### src/rtl/cgra_pkg.sv
// Shared types and constants for the CGRA kernel dispatcher.
package cgra_pkg;

    localparam int DEF_KER_CONF_N_REG_LOG2 = 4;
    localparam int N_SLOTS_LOG2            = 1;

    typedef enum logic [2:0] {
        IDLE      = 3'd0,
        LOOKUP    = 3'd1,
        WAIT_CONF = 3'd2,
        ALLOC     = 3'd3,
        GRANT     = 3'd4
    } disp_state_e;

endpackage

### src/rtl/cgra_col_alloc.sv
// Combinational search for the lowest-index run of ncol_i contiguous free columns.
module cgra_col_alloc #(
    parameter int N_COL = 4
) (
    input  logic [N_COL-1:0] busy_i,
    input  logic [2:0]       ncol_i,
    output logic             found_o,
    output logic [N_COL-1:0] mask_o
);

    logic [N_COL-1:0] win;

    always_comb begin
        found_o = 1'b0;
        mask_o  = '0;
        win     = '0;
        for (int s = 0; s < N_COL; s++) begin
            for (int b = 0; b < N_COL; b++)
                win[b] = (b >= s) && (b < s + int'(ncol_i));
            // a window running off the top edge is not a legal placement
            if (!found_o && ncol_i != 3'd0 && (s + int'(ncol_i) <= N_COL) &&
                ((busy_i & win) == '0)) begin
                found_o = 1'b1;
                mask_o  = win;
            end
        end
    end

endmodule

### src/rtl/cgra_ker_dispatcher.sv
// Kernel dispatcher: picks a request slot round-robin, reads the kernel's column
// count, allocates contiguous free columns and issues a one-cycle grant.
module cgra_ker_dispatcher
    import cgra_pkg::*;
#(
    parameter int N_COL               = 4,
    parameter int N_SLOTS             = 2,
    parameter int KER_CONF_N_REG_LOG2 = DEF_KER_CONF_N_REG_LOG2
) (
    input  logic                                    clk_i,
    input  logic                                    rst_ni,
    input  logic [N_SLOTS-1:0][KER_CONF_N_REG_LOG2-1:0] ker_id_i,
    input  logic [N_COL-1:0]                        col_status_i,
    output logic                                    conf_req_o,
    output logic [KER_CONF_N_REG_LOG2-1:0]          conf_addr_o,
    input  logic [2:0]                              conf_ncol_i,
    output logic [N_COL-1:0]                        acc_req_o,
    output logic                                    acc_ack_o,
    output logic [N_SLOTS_LOG2-1:0]                 c_id_req_clear_o,
    output logic [N_COL-1:0]                        col_start_o,
    output logic [KER_CONF_N_REG_LOG2-1:0]          start_ker_id_o,
    input  logic [N_COL-1:0]                        col_done_i,
    output logic [N_COL-1:0]                        acc_end_o,
    output logic                                    err_o
);

    disp_state_e                    state_q, state_d;
    logic [N_SLOTS_LOG2-1:0]        slot_q, slot_d, rr_q, rr_d, idx;
    logic [KER_CONF_N_REG_LOG2-1:0] id_q, id_d;
    logic [2:0]                     ncol_q, ncol_d;
    logic [N_COL-1:0]               mask_q, mask_d, pend_q, acc_end_q;
    logic [N_COL-1:0]               alloc_mask;
    logic                           alloc_found, hit, req_live, ncol_bad, fire;

    // pend_q covers the cycle before col_status_i reflects the last grant
    cgra_col_alloc #(.N_COL(N_COL)) u_alloc (
        .busy_i  (col_status_i | pend_q),
        .ncol_i  (ncol_q),
        .found_o (alloc_found),
        .mask_o  (alloc_mask)
    );

    assign req_live  = (ker_id_i[slot_q] != '0);
    assign ncol_bad  = (ncol_q == 3'd0) || (int'(ncol_q) > N_COL);
    assign acc_end_o = acc_end_q;

    always_ff @(posedge clk_i or negedge rst_ni) begin
        if (!rst_ni) begin
            state_q   <= IDLE;
            slot_q    <= '0;
            rr_q      <= '0;
            id_q      <= '0;
            ncol_q    <= '0;
            mask_q    <= '0;
            pend_q    <= '0;
            acc_end_q <= '0;
        end else begin
            state_q   <= state_d;
            slot_q    <= slot_d;
            rr_q      <= rr_d;
            id_q      <= id_d;
            ncol_q    <= ncol_d;
            mask_q    <= mask_d;
            pend_q    <= fire ? mask_q : '0;
            acc_end_q <= col_done_i;
        end
    end

    always_comb begin
        state_d          = state_q;
        slot_d           = slot_q;
        rr_d             = rr_q;
        id_d             = id_q;
        ncol_d           = ncol_q;
        mask_d           = mask_q;
        hit              = 1'b0;
        idx              = '0;
        fire             = 1'b0;
        conf_req_o       = 1'b0;
        conf_addr_o      = '0;
        acc_req_o        = '0;
        acc_ack_o        = 1'b0;
        c_id_req_clear_o = '0;
        col_start_o      = '0;
        start_ker_id_o   = '0;
        err_o            = 1'b0;
        unique case (state_q)
            IDLE: begin
                for (int i = 0; i < N_SLOTS; i++) begin
                    idx = N_SLOTS_LOG2'((int'(rr_q) + i) % N_SLOTS);
                    if (!hit && ker_id_i[idx] != '0) begin
                        hit    = 1'b1;
                        slot_d = idx;
                        id_d   = ker_id_i[idx];
                    end
                end
                if (hit) state_d = LOOKUP;
            end
            LOOKUP: begin
                conf_req_o  = 1'b1;
                conf_addr_o = id_q;
                state_d     = req_live ? WAIT_CONF : IDLE;
            end
            WAIT_CONF: begin
                ncol_d  = conf_ncol_i;
                state_d = req_live ? ALLOC : IDLE;
            end
            ALLOC: begin
                if (!req_live) begin
                    state_d = IDLE;
                end else if (ncol_bad) begin
                    err_o   = 1'b1;
                    mask_d  = '0;
                    state_d = GRANT;
                end else if (alloc_found) begin
                    mask_d  = alloc_mask;
                    state_d = GRANT;
                end
            end
            GRANT: begin
                // hold off while an end is landing so status never sees both at once
                if (acc_end_q == '0) begin
                    fire             = 1'b1;
                    acc_ack_o        = 1'b1;
                    acc_req_o        = mask_q;
                    col_start_o      = mask_q;
                    c_id_req_clear_o = slot_q;
                    start_ker_id_o   = id_q;
                    rr_d             = N_SLOTS_LOG2'((int'(slot_q) + 1) % N_SLOTS);
                    state_d          = IDLE;
                end
            end
            default: state_d = IDLE;
        endcase
    end

endmodule

### config.mk
export PLATFORM = sky130hd
export DESIGN_NAME = cgra_ker_dispatcher
export DESIGN_NICKNAME = d
export VERILOG_FILES = /design/src/rtl/cgra_pkg.sv /design/src/rtl/cgra_col_alloc.sv /design/src/rtl/cgra_ker_dispatcher.sv
export SDC_FILE = /design/constraint.sdc
export NUM_CORES = 1
export LEC_CHECK = 0
export ABC_AREA = 1
export ABC_CLOCK_PERIOD_IN_PS = 4650
export CAP_MARGIN = 20
export CELL_PAD_IN_SITES_DETAIL_PLACEMENT = 0
export CELL_PAD_IN_SITES_GLOBAL_PLACEMENT = 1
export CORE_MARGIN = 2
export CORE_UTILIZATION = 38
export CTS_CLUSTER_SIZE = 28
export DETAILED_ROUTE_END_ITERATION = 10
export PLACE_DENSITY = 0.83
export SLEW_MARGIN = 15
export SYNTH_ARGS = -nofsm -noshare
export SYNTH_HDL_FRONTEND = slang
export SYNTH_HIERARCHICAL = 1
export SYNTH_SLANG_ARGS = --single-unit
export TNS_END_PERCENT = 1
### constraint.sdc
create_clock -name clk_i -period 4.65 [get_ports clk_i]
set_input_delay 0.93 -clock clk_i [delete_from_list [all_inputs] [get_ports clk_i]]
set_output_delay 0.93 -clock clk_i [all_outputs]
set_load 0.005 [all_outputs]
## After elaboration in Yosys (flattened, before gate mapping)

Index checks and enable logic that the tools add are counted.

- Flip-flop bits (word level): 24
- Bits of input ports: 21
- Output and inout port bits: 24
- Word-level logic and storage cells: 123

- Add/subtract/negate cells: 5
- $lt $le $gt $ge: 18
- Equal/unequal tests: 7
- Mux-type cells: 46
- Bitwise logic cells: 5
- Reductions and logical operators: 34

Operator list:

| cell | number |
|---|---|
| 3-bit by 32-bit < comparator with 1-bit output (first input constant) | 5 |
| 32-bit by 4-bit less-or-equal comparator with 1-bit output (second input constant) | 3 |
| 4-bit 2-to-1 mux | 20 |
| 2-bit by 32-bit < comparator with 1-bit output (first input constant) | 1 |
| 4-bit zero test | 5 |
| 1-bit 2-to-1 mux | 18 |
| 4-bit AND | 4 |
| 3-bit 2-to-1 mux | 5 |
| 3-bit one-hot mux with 5 select lines | 1 |
| 1-bit logical AND | 12 |
| 4-bit nonzero test | 3 |
| 2-bit by 3-bit adder with 4-bit output (first input constant) | 2 |
| 3-bit by 2-bit == test with 1-bit output (second input constant) | 2 |
| 3-bit zero test | 2 |
| 1-bit by 2-bit < comparator with 1-bit output (second input constant) | 3 |
| 1-bit by 3-bit < comparator with 1-bit output (first input constant) | 2 |
| 2-bit by 3-bit < comparator with 1-bit output (first input constant) | 2 |
| 3-bit AND reduction | 2 |
| 1-bit by 3-bit adder with 4-bit output (first input constant) | 1 |
| 1-bit zero test | 4 |
| 2-bit 2-to-1 mux | 2 |
| 2-bit inequality test (second input constant) | 2 |
| 4-bit inequality test (second input constant) | 1 |
| 4-bit OR | 1 |
| 9 further kinds | 12 |

## Logic depth before layout (Yosys ltp)

Gate-level depths: netlist of run 1.

- Depth after elaboration: 24
- Depth in mapped cells: 16
- Gate-level depth less buffers: 16

## Modules after synthesis

Netlist of run 1, hierarchy kept.

Modules (own cells, without submodules):

| module | times used | cells an instance | area each (µm²) | seq. area each (µm²) |
|---|---|---|---|---|
| cgra_ker_dispatcher | 1 | 187 | 1396.3 | 600.6 |
| cgra_col_alloc | 1 | 86 | 533.0 | 0.0 |

## Worst setup path before layout of run 1

Ideal clock, no wire load.

- Path type: input to register
- Start point: in col_status_i[3]
- End point: reg mask_q[0]
- Setup time: 0.122 ns
- Data arrival time: 2.322 ns
- Required time: 4.528 ns
- Setup slack: 2.207 ns
- Stages: 14
- Path buffers: 0
- Cell sequence: or2_2 > nor2_1 > nand3_1 > nand2_1 > inv_1 > nor2_2 > o21bai_4 > nor2_4 > nand2_1 > nand2_1 > nor2_1 > nor2_4 > nand3_1 > o21ai_1

- Word-level cells in the longest chain between the ends: 22
- Elaborated cells between the ends (all ways): 34
- Those cells by class: 10 x mux; 5 x bitwise; 19 x reduce/logical

Ends and longest elaborated chain:

| item | line | RTL |
|---|---|---|
| from (decl) | cgra_ker_dispatcher.sv:13 | `input logic [N_COL-1:0] col_status_i,` |
| 4-bit OR (*) | cgra_ker_dispatcher.sv:37 | `.busy_i (col_status_i \| pend_q),` |
| 4-bit AND | cgra_col_alloc.sv:22 | `((busy_i & win) == '0)) begin` |
| 4-bit zero test | cgra_col_alloc.sv:22 |  |
| 1-bit logical AND | cgra_col_alloc.sv:21 | `if (!found_o && ncol_i != 3'd0 && (s + int'(ncol_i) <= N_COL) &&` |
| 1-bit 2-to-1 mux | cgra_col_alloc.sv:21 |  |
| 1-bit zero test | cgra_col_alloc.sv:21 |  |
| 1-bit logical AND (3 in series) | cgra_col_alloc.sv:21 |  |
| 1-bit 2-to-1 mux | cgra_col_alloc.sv:21 |  |
| 1-bit zero test | cgra_col_alloc.sv:21 |  |
| 1-bit logical AND (3 in series) | cgra_col_alloc.sv:21 |  |
| 1-bit 2-to-1 mux | cgra_col_alloc.sv:21 |  |
| 1-bit zero test | cgra_col_alloc.sv:21 |  |
| 1-bit logical AND (3 in series) | cgra_col_alloc.sv:21 |  |
| 1-bit 2-to-1 mux (*) | cgra_col_alloc.sv:21 |  |
| net alloc_found | cgra_ker_dispatcher.sv:33 | `logic alloc_found, hit, req_live, ncol_bad, fire;` |
| 2-bit nonzero test (no line) (*) | -- |  |
| 3-bit AND reduction (no line) (*) | -- |  |
| to (signal assigned) | cgra_ker_dispatcher.sv:63 | `mask_q <= mask_d;` |
| to (decl) | cgra_ker_dispatcher.sv:31 | `logic [N_COL-1:0] mask_q, mask_d, pend_q, acc_end_q;` |

Mark *: on every way through the listed nets, which the timed path passes. The rest lies on a longest branch. The select of a mux whose other input is x is not followed.
A chain may end at the register's enable or synchronous reset.

## Final worst setup path of run 1

- Start point: in ker_id_i[3] in the netlist's numbering
- End point: out err_o

- Word-level cells in the longest chain between the ends: 5

Ends and longest elaborated chain:

| item | line | RTL |
|---|---|---|
| from (decl) | cgra_ker_dispatcher.sv:12 | `input logic [N_SLOTS-1:0][KER_CONF_N_REG_LOG2-1:0] ker_id_i,` |
| 4-bit 2-to-1 mux (not written as such) (2 in series) | cgra_ker_dispatcher.sv:43 | `assign req_live = (ker_id_i[slot_q] != '0);` |
| 4-bit nonzero test | cgra_ker_dispatcher.sv:43 |  |
| 1-bit 2-to-1 mux | cgra_ker_dispatcher.sv:109 | `if (!req_live) begin` |
| 1-bit 2-to-1 mux | cgra_ker_dispatcher.sv:87 | `unique case (state_q)` |
| to (decl) | cgra_ker_dispatcher.sv:24 | `output logic err_o` |

Every way passes these cells. The select of a mux whose other input is x is not followed.

==> results of run 1 <==
## power groups by stage
stage               Combinational (mW)  Clock [mW]  Sequential (mW)
detailed placement               0.881           0            0.363
global route                      1.01       0.194            0.371
global placement                 0.879           0            0.363
CTS                              0.886       0.183            0.360
finish                           0.879       0.180            0.358
floorplan                        0.704           0            0.332
## stage by stage
step                hold WS, ns  worst slack [ns]
global placement         0.4675             1.213
floorplan                0.4488             2.207
global route             0.5122             1.109
CTS                      0.4900             1.217
finish                   0.4839             1.232
detailed placement       0.4696             1.218
## cells in the mapped netlist
library cell  number
buf_2              1
o21ai_2            1
buf_4              4
nor3_2             2
inv_1             30
nand2_4            3
a211oi_1           1
nand2_1           75
ha_1              12
a22oi_1            1
nor3b_2            1
nor2_4             3
a21oi_1            5
nand4_1            2
nor2_8             1
o21ai_1            6
clkinv_1           6
o211ai_1           1
or2_1              3
nand2_2           15
nor3_1             3
or2_2              4
o21bai_1           2
dfrtp_1           24
nor2_1            28
o21bai_4           1
buf_6              1
inv_4              1
o21ai_0            1
xor2_1             1
nand3_2            4
nor2_2             3
inv_2              7
nand3_1           20
## state kept, by name, summed over array words and instances, names as in the netlist
register   cells
acc_end_o      4
id_q           4
mask_q         4
ncol_q         3
pend_q         4
rr_q           1
slot_q         1
state_q        3
## layer usage
layer | GRT usage [%] | vias up | part of all wire [%]
li1 | - | 925 | -
met1 | 20.78 | 769 | 47
met2 | 27.68 | 33 | 50
met3 | 1.606 | 2 | 2.7
met4 | 3.509 | 0 | 0.41
met5 | 0 | - | 0
## kinds of logic (layout without fill, tap and decap cells)
group	after synthesis	count (layout)	share of synthesized area (%)
AND/OR/NAND/NOR	167	167	43.06
buffers and inverters	50	92	11.09
flip-flops	24	24	31.13
AO/OA/AOI/OAI	19	19	6.485
adder cells (fa/ha/maj)	12	12	7.782
XOR/XNOR	1	1	0.4540
## how the worst max path moves through the flow
stage                     end  cells after the start  slack [ns]
global placement        err_o                      6        1.21
floorplan           mask_q[0]                     14        2.21
finish                  err_o                      6        1.23
global route            err_o                      6        1.11
detailed placement      err_o                      6        1.22
CTS                     err_o                      6        1.22
## critical path, stage by stage
cell             delay, ns
clkdlybuf4s50_1       0.46
clkinv_1              0.10
nand4_1               0.18
nand3_2               0.17
nor2_1                0.14
clkdlybuf4s50_1       0.52
## final cells by class
cell class | count | area, um2 | share of cell area [%]
timing repair buffer | 44 | 435.4 | 17.60
clock inverter | 1 | 30.03 | 1.214
inverter | 44 | 167.7 | 6.778
multi-input combinational | 199 | 1115 | 45.07
clock buffer | 3 | 41.29 | 1.669
tap | 67 | 83.83 | 3.389
sequential | 24 | 600.6 | 24.28
==> metrics, run 1 <==
status=completed; CTS hold repair buffers=0; Critical Path RT=3.72 ns; clock sink count=24; cell area power density=572.9 nW/um2; Die Ht=~75 um; Clock power frac=about an eighth; Initial DRT Pass Iterations=4; Syn Std Cell Area=a little under 2000 um2; fraction of layout cells with a size suffix above 1=16.19%; Worst VDD drop=about 0.00023 V; Final period util=between 70 and 80%; Inserted Clock Buffers=3; syn_nets=between 300 and 400; commonest non-fill, non-tap cell in the layout=nand2_1; critical path launch point=ker_id_i[3]; Final HPWL DP=approximately 3.4 mm; Slew @ Worst Pin=~0.63 ns; Startpoint Class=input port; initial antenna violation count=0; drt wl/cell=between 10 and 15 um; post-cts resize count=0; unrepaired setup endpoints after global routing=false; worst min path class=flip-flop to flip-flop; via count=approximately 1700; Yosys cell types=34; global route overflow=0; Port Buffers=44; fill count=about 500; Die W=between 70 and 80 um; core area=between 4000 and 5000 um2; CTS tree=yes; vias in the first global route=~1600; Gate power share=~62%; Design Power=1.417 mW; Max clock buf depth=2; Internal Power=around 0.7 mW; # rows=25; CP arrival=between 2 and 2.5 ns; first-pass GRT wire length=6.906 mm; cell taking the most area after synthesis=dfrtp_1; Crit Path Max Fanout=5; FF-to-FF End=mask_q[1]; critical path type=input port to primary output; Cells after Synth=approximately 270; R2R Path Start=ncol_q[0]; drt drc=0; sw frac=between 40% and 50%; CTS root buffer=clkbuf_8; Psw=slightly below 0.7 mW; number of antenna cells inserted=0; Via density=between 4 and 5; setup TNS=0 ns; relative slew slack=between 50% and 60%; wire length after detailed routing=~4.1 mm; Initial Util=roughly two fifths; FF+latch count, synth=24; H-tree levels=1; Peak Freq=292.6 MHz; Register-to-Register Path Depth=15; Fin. Hold Viols=0; top area cells in the synthesized netlist=dfrtp_1, nand2_1, ha_1; Post-layout nets=roughly 350; reg2reg setup slack=approximately 2.2 ns; count of final setup violators=0; Area growth syn-to-layout=28.21%; GRT Overall Usage=around 16%; Die ar.=roughly 5700 um2; Max-cap violations=0; gpl congestion=around 0.8; Setup Buffers After CTS=0; Synth top area share=between 30% and 40%; Yosys Warn Count=6; Clock Skew=between 0.0015 and 0.002 ns; placed cells=between 300 and 400; WHS Endpoint=id_q[0]; leakage=1.246 nW; sequential area share after synthesis=between 30 and 40%; minimum clock period=between 3 and 4 ns; worst skew pair latency=approximately 0.26 ns; HP Start=id_q[0]; Worst-path clk slew=0.08 ns; total I/O pin count=between 40 and 50; Placed Area=~2400 um2; largest net degree at the start of global routing=25; commonest cells after routing, fill and taps aside=nand2_1, clkdlybuf4s50_1, inv_1; final instance area=between 2000 and 2500 um2; final core occ=approximately half; register share of total power=about 25%; crit end category=primary output; Synth Area per Inst=7.067 um2; antenna viol nets, final=0; Final Max Tran Viols=0; Layout Cells excl Fill=about 380; WHS Path Cells=2; DR iter-0 viols=54
No activity file was read; power rests on OpenSTA's default activity.
==> run 2, diff against run 1 <==
--- a/config.mk
+++ b/config.mk
@@ -6,15 +6,15 @@
 export NUM_CORES = 1
 export LEC_CHECK = 0
 export ABC_AREA = 1
-export ABC_CLOCK_PERIOD_IN_PS = 4650
+export ABC_CLOCK_PERIOD_IN_PS = 3300
 export CAP_MARGIN = 20
 export CELL_PAD_IN_SITES_DETAIL_PLACEMENT = 0
 export CELL_PAD_IN_SITES_GLOBAL_PLACEMENT = 1
 export CORE_MARGIN = 2
-export CORE_UTILIZATION = 38
+export CORE_UTILIZATION = 35
 export CTS_CLUSTER_SIZE = 28
 export DETAILED_ROUTE_END_ITERATION = 10
-export PLACE_DENSITY = 0.83
+export PLACE_DENSITY = 0.77
 export SLEW_MARGIN = 15
 export SYNTH_ARGS = -nofsm -noshare
 export SYNTH_HDL_FRONTEND = slang
==> constraint.sdc (replaced) <==
create_clock -name clk_i -period 3.3 [get_ports clk_i]
set_input_delay 0.66 -clock clk_i [delete_from_list [all_inputs] [get_ports clk_i]]
set_output_delay 0.66 -clock clk_i [all_outputs]
set_load 0.005 [all_outputs]
==> metrics, run 2 (synthesized netlist as in run 1, its figures left out) <==
status=completed; count of final setup violators=0; Setup Buffers After CTS=0; initial antenna violation count=0; fill count=572; Critical Path Sink=c_id_req_clear_o; Initial DRT Pass Iterations=4; CTS hold repair buffers=0; critical path type=flip-flop to primary output; drt wl/cell=around 11 um; number of antenna cells inserted=0; Startpoint Class=flip-flop; Inserted Clock Buffers=3; worst skew pair latency=about 0.27 ns; first-pass GRT wire length=between 7 and 8 mm; worst min path class=flip-flop to flip-flop; R2R Path Start=ncol_q[0]; antenna viol nets, final=0; Post-layout nets=between 300 and 400; GRT Overall Usage=14.26%; WHS Path Cells=2; relative slew slack=roughly three fifths; drt drc=0; Die ar.=6122 um2; Final period util=roughly nine tenths; Die Ht=around 80 um; fraction of layout cells with a size suffix above 1=between 10% and 20%; core area=5405 um2; Slew @ Worst Pin=0.6112 ns; final hold slack=0.4968 ns; via count=between 1500 and 2000; Initial Util=between 30% and 40%; reg2reg setup slack=0.81 ns; cell area power density=between 800 and 900 nW/um2; wire length after detailed routing=4.156 mm; commonest cells after routing, fill and taps aside=nand2_1, clkdlybuf4s50_1, inv_1; Max-cap violations=0; unrepaired setup endpoints after global routing=false; Critical Path RT=around 2.6 ns; Die W=~78 um; global route overflow=0; minimum clock period=2.960 ns; leakage=approximately 1.3 nW; Final HPWL DP=between 3 and 4 mm; Final Max Tran Viols=0; post-cts resize count=0; Peak Freq=337.8 MHz; Register-to-Register Path Depth=15; Max clock buf depth=2; Fin. Hold Viols=0; largest net degree at the start of global routing=25; Worst-path clk slew=0.08 ns; Crit Path Max Fanout=15; H-tree levels=1; FF-to-FF End=state_q[0]; critical path launch point=state_q[2]; crit end category=primary output; Port Buffers=44; CP arrival=approximately 2.3 ns; DR iter-0 viols=34; CTS tree=yes; vias in the first global route=1636; Worst VDD drop=0.0004294 V; setup TNS=0 ns; # rows=27; CTS root buffer=clkbuf_8; Area growth syn-to-layout=29.18%; gpl congestion=0.8151; Clock Skew=~0.0055 ns; Via density=approximately 4.4; commonest non-fill, non-tap cell in the layout=nand2_1; clock sink count=24; total I/O pin count=between 40 and 50
[run 2: layer usage]
layer / up-vias / track usage (%) / routed length (um)
met5: - / 0 / 0
met4: 0 / 3.684 / 41
met3: 5 / 1.839 / 110
met2: 29 / 25.78 / 1984
met1: 754 / 17.89 / 2019
li1: 920 / - / -
[run 2: how the worst min path moves through the flow]
stage | from | endpoint | slack, ns
detailed placement | id_q[3] | id_q[3] | 0.47
global placement | id_q[2] | id_q[2] | 0.47
CTS | id_q[3] | id_q[3] | 0.50
global route | id_q[1] | id_q[1] | 0.52
floorplan | rst_ni | acc_end_o[0] | 0.36
finish | id_q[0] | id_q[0] | 0.50
[run 2: worst max-delay path, stage by stage (launching register included)]
cell,delay [ns]
dfrtp_1,0.44
nor3b_2,0.25
nand3_1,0.47
nor2_1,0.32
clkdlybuf4s50_1,0.55
[run 2: where the power goes]
group	total, mW	internal [mW]	switching [mW]
logic	1.25	0.471	0.776
clock network	0.258	0.162	0.0960
registers	0.506	0.385	0.121
[run 2: layout make-up]
cell class	instances	area, um2	share of cell area, %
Timing Repair Buffer	45	447.9	17.97
Clock inverter	1	30.03	1.205
Tap cell	72	90.09	3.614
Clock buffer	3	41.29	1.657
Sequential cell	24	600.6	24.10
Multi-Input combinational cell	199	1115	44.73
Inverter	44	167.7	6.727
[run 2: through the flow]
step / cells / worst slack, ns / total power [mW] / instance area, um2 / utilization (%)
after floorplan: 273 / 1.127 / 1.461 / 1929 / -
after global placement: 384 / 0.4093 / 1.759 / 2421 / 44.79
after detailed placement: 384 / 0.4127 / 1.763 / 2421 / 44.79
after CTS: 388 / 0.2365 / 2.028 / 2492 / 46.11
after global routing: 388 / 0.08973 / 2.213 / 2492 / 46.11
final: 388 / 0.3401 / 2.012 / 2492 / 46.11
==> run 3, diff against run 2 <==
--- a/config.mk
+++ b/config.mk
@@ -15,7 +15,6 @@
 export CTS_CLUSTER_SIZE = 28
 export DETAILED_ROUTE_END_ITERATION = 10
 export PLACE_DENSITY = 0.77
-export SLEW_MARGIN = 15
 export SYNTH_ARGS = -nofsm -noshare
 export SYNTH_HDL_FRONTEND = slang
 export SYNTH_HIERARCHICAL = 1
==> results of run 3 <==
The final DEF is identical to that of run 2; final timing and power are the same.
